### config.mk
export PLATFORM = sky130hd
export DESIGN_NAME = fwd_scoreboard_unit
export DESIGN_NICKNAME = d
export VERILOG_FILES = /design/src/rtl/fwd_scoreboard_unit.sv
export SDC_FILE = /design/constraint.sdc
export NUM_CORES = 1
export LEC_CHECK = 0
export ABC_AREA = 1
export CAP_MARGIN = 30
export CORE_UTILIZATION = 39
export CTS_BUF_LIST = sky130_fd_sc_hd__clkbuf_4
export CTS_CLUSTER_SIZE = 30
export DETAILED_ROUTE_END_ITERATION = 12
export HOLD_SLACK_MARGIN = 0.1
export MAX_ROUTING_LAYER = met4
export PLACE_DENSITY = 0.7
export SLEW_MARGIN = 20
export SYNTH_ARGS = -nofsm -noshare
export SYNTH_HDL_FRONTEND = slang
export SYNTH_SLANG_ARGS = --single-unit
### constraint.sdc
create_clock -name clk -period 7.2 [get_ports clk]
set_input_delay 1.8 -clock clk [delete_from_list [all_inputs] [get_ports clk]]
set_output_delay 1.8 -clock clk [all_outputs]
set_load 0.03 [all_outputs]
### src/rtl/fwd_scoreboard_unit.sv
// fwd_scoreboard_unit: operand forwarding selects, long-latency register
// scoreboard, load-use / RAW / WAW / structural stall generation and a
// saturating stall-cycle performance counter for the RV32IM pipeline.
module fwd_scoreboard_unit #(
    parameter int NUM_SRC    = 3,
    parameter int AW         = 5,
    parameter int NUM_REGS   = 32,
    parameter int FWD_STAGES = 2,
    parameter int MAX_OUT    = 4,
    parameter int CNT_W      = 16
) (
    input  logic                                      clk,
    input  logic                                      rst,
    input  logic [NUM_SRC*AW-1:0]                     rs_addr_id_i,
    input  logic [NUM_SRC-1:0]                        rs_used_id_i,
    input  logic [NUM_SRC*AW-1:0]                     rs_addr_ex_i,
    input  logic                                      rd_we_ex_i,
    input  logic                                      mem_read_ex_i,
    input  logic [AW-1:0]                             rd_addr_ex_i,
    input  logic                                      rd_we_id_i,
    input  logic [AW-1:0]                             rd_addr_id_i,
    input  logic [FWD_STAGES-1:0]                     rd_we_stg_i,
    input  logic [FWD_STAGES*AW-1:0]                  rd_addr_stg_i,
    input  logic                                      lat_issue_i,
    input  logic                                      lat_done_i,
    input  logic [AW-1:0]                             lat_done_rd_i,
    input  logic                                      flush_i,
    output logic [NUM_SRC*$clog2(FWD_STAGES+1)-1:0]   alu_forward_o,
    output logic [NUM_SRC-1:0]                        branch_forward_o,
    output logic                                      stall_o,
    output logic [NUM_REGS-1:0]                       pending_o,
    output logic [$clog2(MAX_OUT+1)-1:0]              outstanding_o,
    output logic                                      err_o,
    output logic [CNT_W-1:0]                          stall_cnt_o
);

    localparam int SEL_W = $clog2(FWD_STAGES + 1);
    localparam int OUT_W = $clog2(MAX_OUT + 1);

    logic [NUM_REGS-1:0] pending_q, pending_d;
    logic [OUT_W-1:0]    outstanding_q, outstanding_d;
    logic                err_q, err_d;
    logic [CNT_W-1:0]    stall_cnt_q, stall_cnt_d;

    logic [NUM_REGS-1:0] pending_eff;
    logic                load_use, raw_hit, waw_hit, struct_hit, stall_raw;
    logic                done_ok, issue_ok;

    // EX forwarding: the nearest stage that writes the source register wins.
    always_comb begin
        // NOTE: every comb output gets a default first so no path leaves it unassigned (no latch).
        alu_forward_o = '0;
        for (int s = 0; s < NUM_SRC; s++) begin
            for (int j = FWD_STAGES - 1; j >= 0; j--) begin
                if (rd_we_stg_i[j] &&
                    rd_addr_stg_i[j*AW +: AW] == rs_addr_ex_i[s*AW +: AW] &&
                    rd_addr_stg_i[j*AW +: AW] != '0) begin
                    alu_forward_o[s*SEL_W +: SEL_W] = SEL_W'(j + 1);
                end
            end
        end
    end

    // Branch forwarding from the MEM stage into ID comparators.
    always_comb begin
        branch_forward_o = '0;
        for (int s = 0; s < NUM_SRC; s++) begin
            branch_forward_o[s] = rd_we_stg_i[0] &&
                                  rd_addr_stg_i[0 +: AW] == rs_addr_id_i[s*AW +: AW] &&
                                  rd_addr_stg_i[0 +: AW] != '0;
        end
    end

    // Hazard detection; a completion this cycle hides its register from the checks.
    always_comb begin
        pending_eff = pending_q;
        if (lat_done_i) begin
            pending_eff[lat_done_rd_i] = 1'b0;
        end
        load_use = 1'b0;
        raw_hit  = 1'b0;
        for (int s = 0; s < NUM_SRC; s++) begin
            if (rs_used_id_i[s]) begin
                if (mem_read_ex_i && rd_we_ex_i && rd_addr_ex_i != '0 &&
                    rs_addr_id_i[s*AW +: AW] == rd_addr_ex_i) begin
                    load_use = 1'b1;
                end
                if (pending_eff[rs_addr_id_i[s*AW +: AW]]) begin
                    raw_hit = 1'b1;
                end
            end
        end
        waw_hit    = (rd_we_id_i || lat_issue_i) && pending_eff[rd_addr_id_i];
        struct_hit = lat_issue_i && (outstanding_q == OUT_W'(MAX_OUT));
        stall_raw  = load_use || raw_hit || waw_hit || struct_hit;
        // Stall is forced low while reset is held.
        stall_o    = rst && stall_raw;
    end

    // Next-state for scoreboard, outstanding count, error flag and counter.
    always_comb begin
        done_ok  = lat_done_i && pending_q[lat_done_rd_i];
        issue_ok = lat_issue_i && !stall_o && !flush_i && rd_addr_id_i != '0;

        pending_d = pending_q;
        if (done_ok) begin
            pending_d[lat_done_rd_i] = 1'b0;
        end
        // Issue is applied after completion so a same-register set wins.
        if (issue_ok) begin
            pending_d[rd_addr_id_i] = 1'b1;
        end
        pending_d[0] = 1'b0;

        outstanding_d = outstanding_q;
        if (issue_ok && !done_ok && outstanding_q != OUT_W'(MAX_OUT)) begin
            outstanding_d = outstanding_q + 1'b1;
        end else if (done_ok && !issue_ok && outstanding_q != '0) begin
            outstanding_d = outstanding_q - 1'b1;
        end

        err_d = err_q || (lat_done_i && !done_ok);

        stall_cnt_d = stall_cnt_q;
        if (stall_o && stall_cnt_q != {CNT_W{1'b1}}) begin
            stall_cnt_d = stall_cnt_q + 1'b1;
        end
    end

    // State registers with asynchronous active-low reset.
    always_ff @(posedge clk or negedge rst) begin
        if (!rst) begin
            pending_q     <= '0;
            outstanding_q <= '0;
            err_q         <= 1'b0;
            stall_cnt_q   <= '0;
        end else begin
            // NOTE: sequential state uses non-blocking assignments so all registers update together.
            pending_q     <= pending_d;
            outstanding_q <= outstanding_d;
            err_q         <= err_d;
            stall_cnt_q   <= stall_cnt_d;
        end
    end

    assign pending_o     = pending_q;
    assign outstanding_o = outstanding_q;
    assign err_o         = err_q;
    assign stall_cnt_o   = stall_cnt_q;

endmodule

==> flow_results.org, run 1 <==
** STA
- Endpoints failing hold :: 0
- After routing, the total negative slack on setup checks comes to 0 ns.
- Count of pins over their slew limit :: 0
- On the final layout, the worst clock skew is 0.009407 ns.
- Of the available clock period, the critical path in the final layout requires 93.61%.
- Highest Clock Rate :: 0.1484 GHz
- For the pin with the worst max-slew slack, the measured transition is a little over 0.7 ns.
- Post-Route Hold Slack :: 0.5055 ns
- The worst path in the final design needs a cycle of 6.740 ns, including I/O delays and setup.
- Worst slew margin :: 52.57%
- Setup repair after global routing missed its margin :: no
- Setup violations remaining at the end of the flow were counted as 0.

** Power
- For this design the total switching power over the nets is approximately 620 µW.
- The analysis attributes to cell leakage a power of 2.930 nW.
- The internal portion of the total power is 678.0 µW.
- IR analysis of the VDD net gives a maximum drop of 182.5 µV.
- The share of total power dissipated in combinational logic is 53.0%.
- Net switching is a little under half of the power.
- In this run the power density over the cells is around 200 mW/mm².
- Clk network pwr share :: 13.2%
- The share of total power dissipated in sequential elements is about a third.
- Total chip power :: 1.302 mW

** Setup path
- STA puts the critical path data arrival time at 4.94 ns.
- Critical path launch point type :: input port
- The worst setup path is of the input port to primary output kind.
- Worst Path Required :: between 5 and 6 ns
- Along the worst path, the maximum fanout reaches 12.
- Category of the worst setup path capture point :: primary output

** Final layout
- The repair_antennas step left the layout with diodes totalling 0.
- In the final layout, the share of cells above drive strength 1 is 3.390%.
- Multi-input gate area :: around 0.0033 mm²
- Storage element area :: 0.001276 mm²
- # fillers :: 1334
- Net count of the finished layout :: 1013
- Area growth from synthesis to final layout :: 30.63%
- Final Core Density :: between 50% and 60%
- With fillers left out, the area of the finished cells amounts to roughly 0.0065 mm².

** Drt
- Aggregate routed wire length :: 20.97 mm
- Across all layers, the routed design uses 6407 vias.
- Met2 wirelength from detailed routing :: 9.443 mm
- DRT Pass-1 Iters :: 6
- For this block, wires on met1 add up to 8.421 mm.
- Count of antenna-violating nets left after detailed routing :: 0
- DR DRC count :: 0
- In the final routed layout, each cell accounts on average for 18.79 µm.
- After detailed routing, no signal wire sits above met4.
- Count of routing violations after the opening detailed-route iteration :: 876
- Wire segments on met3 add up to roughly 2.4 mm in the final route.
- In the routed layout, each cell is associated on average with a via count of 5.741.

** Clock network
- TritonCTS created 5 clock buffers.
- In this run the deepest clock path goes through 2 buffers.
- CTS built an H-tree with a depth of 2.
- Total of cells resized after clock tree synthesis :: 0
- Clock tree from TritonCTS :: yes
- In this run, post-CTS hold repair placed 0 buffers.
- Clock latency on the worst-skew pair, taken at its later pin, is 0.40 ns.
- Post-CTS timing repair inserted 0 buffers for setup.
- CTS clk-pin slew, worst paths :: 0.15 ns
- CTS saw 51 sinks.
- CTS Root Cell :: sky130_fd_sc_hd__clkbuf_4

** Logic synthesis
- For this run, the register share of the synthesized area comes to 25.50%.
- After synthesis, the mean cell area works out to 6.103 µm².
- The synthesized design spends more area on one cell type than any other, namely sky130_fd_sc_hd__dfrtp_1.
- Ys Warns :: 0
- Top cell types by occurrence after synthesis :: 259 x sky130_fd_sc_hd__nand2_1, 144 x sky130_fd_sc_hd__nand3_1, 81 x sky130_fd_sc_hd__inv_1
- For this run, the leading register cell type out of synthesis is sky130_fd_sc_hd__dfrtp_1.
- Synthesis instantiated 43 different standard cells from the library.
- Most repeated cell in the gate-level netlist after synthesis :: sky130_fd_sc_hd__nand2_1
- The cell count after synthesis came out at 820.
- Yosys mapped a number of flops with a built-in enable equal to 0.
- Synthesis inferred between 50 and 60 register bits.
- Net Count, Synth :: 890
- For this run, asynchronously set or reset flops after synthesis account for between 90% and 100%.
- By area the synthesized netlist is led by sky130_fd_sc_hd__dfrtp_1 26%, sky130_fd_sc_hd__nand2_1 19%, sky130_fd_sc_hd__nand3_1 14%.
- Share of the synthesized area in the top cell type :: 25.50%
- Combined area of all synthesized cells :: 0.005005 mm²

** Global routing
- Number of global-route vias before repair :: 5969
- Remaining global-route overflow :: 0
- The number of antenna violations at the first check in global routing was 0.
- The first global-routing pass estimated 32.54 mm of wire.
- Entering global routing, the biggest net connects 52 pins.
- Aggregate global-route resource usage :: 33.06%

** Floorplanning
- Die width :: 115.3 µm
- The floorplan step defined a die boundary enclosing 0.01329 mm².
- 130 I/O pins were placed.
- Core Rows :: a little over 40
- Measured along the y axis, the die boundary spans 115.3 µm.
- Starting density of the core :: 39.82%
- Core area :: ~0.013 mm²

** Hold path
- The min-delay analysis places its worst path in the category register to register.

** Place
- Routability-driven placement finished with a final weighted congestion of 1.097.
- Post-DP HPWL :: about 16 mm
- Input and output buffers added on the ports amount to 128.
- Dpl cell area :: approximately 0.0065 mm²

** Status
- The flow ran to the end, and the final reports show no timing, DRC or antenna violations.

** Flow run
- Across the run, the number of max-cap violations was 0.
==> layout make-up <==
type | instances | area share [%]
clock buffer | 5 | 0.5742
tap | 172 | 3.292
timing repair buffer | 138 | 20.67
inverter | 88 | 5.053
clock inverter | 3 | 0.5933
multi-input combinational | 659 | 50.30
sequential | 51 | 19.52
==> power by group through the flow <==
stage               combinational, mW  clock (mW)  sequential (mW)
floorplan                       0.272           0            0.539
global placement                0.678           0            0.442
detailed placement              0.679           0            0.441
CTS                             0.683       0.174            0.436
global route                    0.744       0.183            0.446
finish                          0.690       0.172            0.440
==> routing by layer <==
metal | vias up | track usage [%]
li1 | 2979 | -
met1 | 2953 | 42.68
met2 | 409 | 51.29
met3 | 66 | 6.009
met4 | 0 | 12.73
met5 | - | -
==> state kept, by name (all words and copies together), names as in the netlist <==
name,flops
outstanding_o,3
stall_cnt_o,16
pending_o,31
err_o,1
==> layout by cell type, fill, tap and decap left out, drive strengths merged, types with 2 or more instances in the layout <==
cell type	instances
nand2	262
nand3	144
clkdlybuf4s50	127
inv	83
nor2	76
dfrtp	51
o21ai	32
xor2	29
o31ai	20
a21oi	14
o22ai	12
xnor2	12
buf	11
nor3	9
clkinv	7
a22oi	6
a2111oi	6
nor4	6
o2111ai	6
clkbuf	5
nand4	4
a31oi	3
a221oi	3
or2	2
a22o	2
o21bai	2
==> path summary, 6_finish.rpt <==
check	startpoint	to	slack, ns	cells after the start
min in group asynchronous	rst	stall_cnt_o[4]	1.50	2
max in group asynchronous	rst	pending_o[11]	5.22	2
hold reg to reg	err_o	err_o	0.51	1
setup / recovery	lat_done_rd_i[1]	stall_o	0.46	18
setup reg to reg	pending_o[23]	pending_o[10]	4.50	11
hold / removal	err_o	err_o	0.51	1
==> kinds of logic (layout without fill, tap and decap cells) <==
logic type / after synthesis / count (layout) / synth area share [%]
AND/OR/NAND/NOR: 505 / 505 / 43.35
AO/OA/AOI/OAI: 110 / 110 / 14.45
buffers and inverters: 110 / 234 / 8.800
flip-flops: 51 / 51 / 25.50
XOR/XNOR: 41 / 41 / 7.175
adder cells (fa/ha/maj): 2 / 2 / 0.6500
other: 1 / 1 / 0.07493
==> critical path, cell delays in order <==
cell and delay (ns):
sky130_fd_sc_hd__clkdlybuf4s50_1 0.78, sky130_fd_sc_hd__inv_1 0.15, sky130_fd_sc_hd__nand2_1 0.15, sky130_fd_sc_hd__nor2_4 0.08
sky130_fd_sc_hd__nand2_1 0.14, sky130_fd_sc_hd__nand2_1 0.18, sky130_fd_sc_hd__nand2_1 0.11, sky130_fd_sc_hd__nand2_1 0.06
sky130_fd_sc_hd__nor2_1 0.08, sky130_fd_sc_hd__nand2_1 0.07, sky130_fd_sc_hd__nor2_1 0.11, sky130_fd_sc_hd__nand2_1 0.06
sky130_fd_sc_hd__nor2_1 0.10, sky130_fd_sc_hd__nor2_1 0.04, sky130_fd_sc_hd__nand2_1 0.09, sky130_fd_sc_hd__o21bai_2 0.10
sky130_fd_sc_hd__inv_1 0.12, sky130_fd_sc_hd__clkdlybuf4s50_1 0.70
==> per-stage QoR <==
stage	worst slack (ns)	std cells
floorplan	0.7979	820
global placement	0.5249	1108
detailed placement	0.5161	1108
CTS	0.4936	1116
global route	0.2058	1116
finish	0.4598	1116
Note: power is estimated with default switching activity, not from simulation.
==> run 2, diff against run 1 <==
Settings changed: ABC_CLOCK_PERIOD_IN_PS from default to 7200, CTS_CLUSTER_DIAMETER from default to 150.
==> results of run 2 <==
No change in the layout: final DEF, timing and power equal those of run 1.
==> run 3, diff against run 2 <==
Settings changed: CTS_CLUSTER_DIAMETER 150 to default.
==> results of run 3 <==
No change in the layout: final DEF, timing and power equal those of run 1.
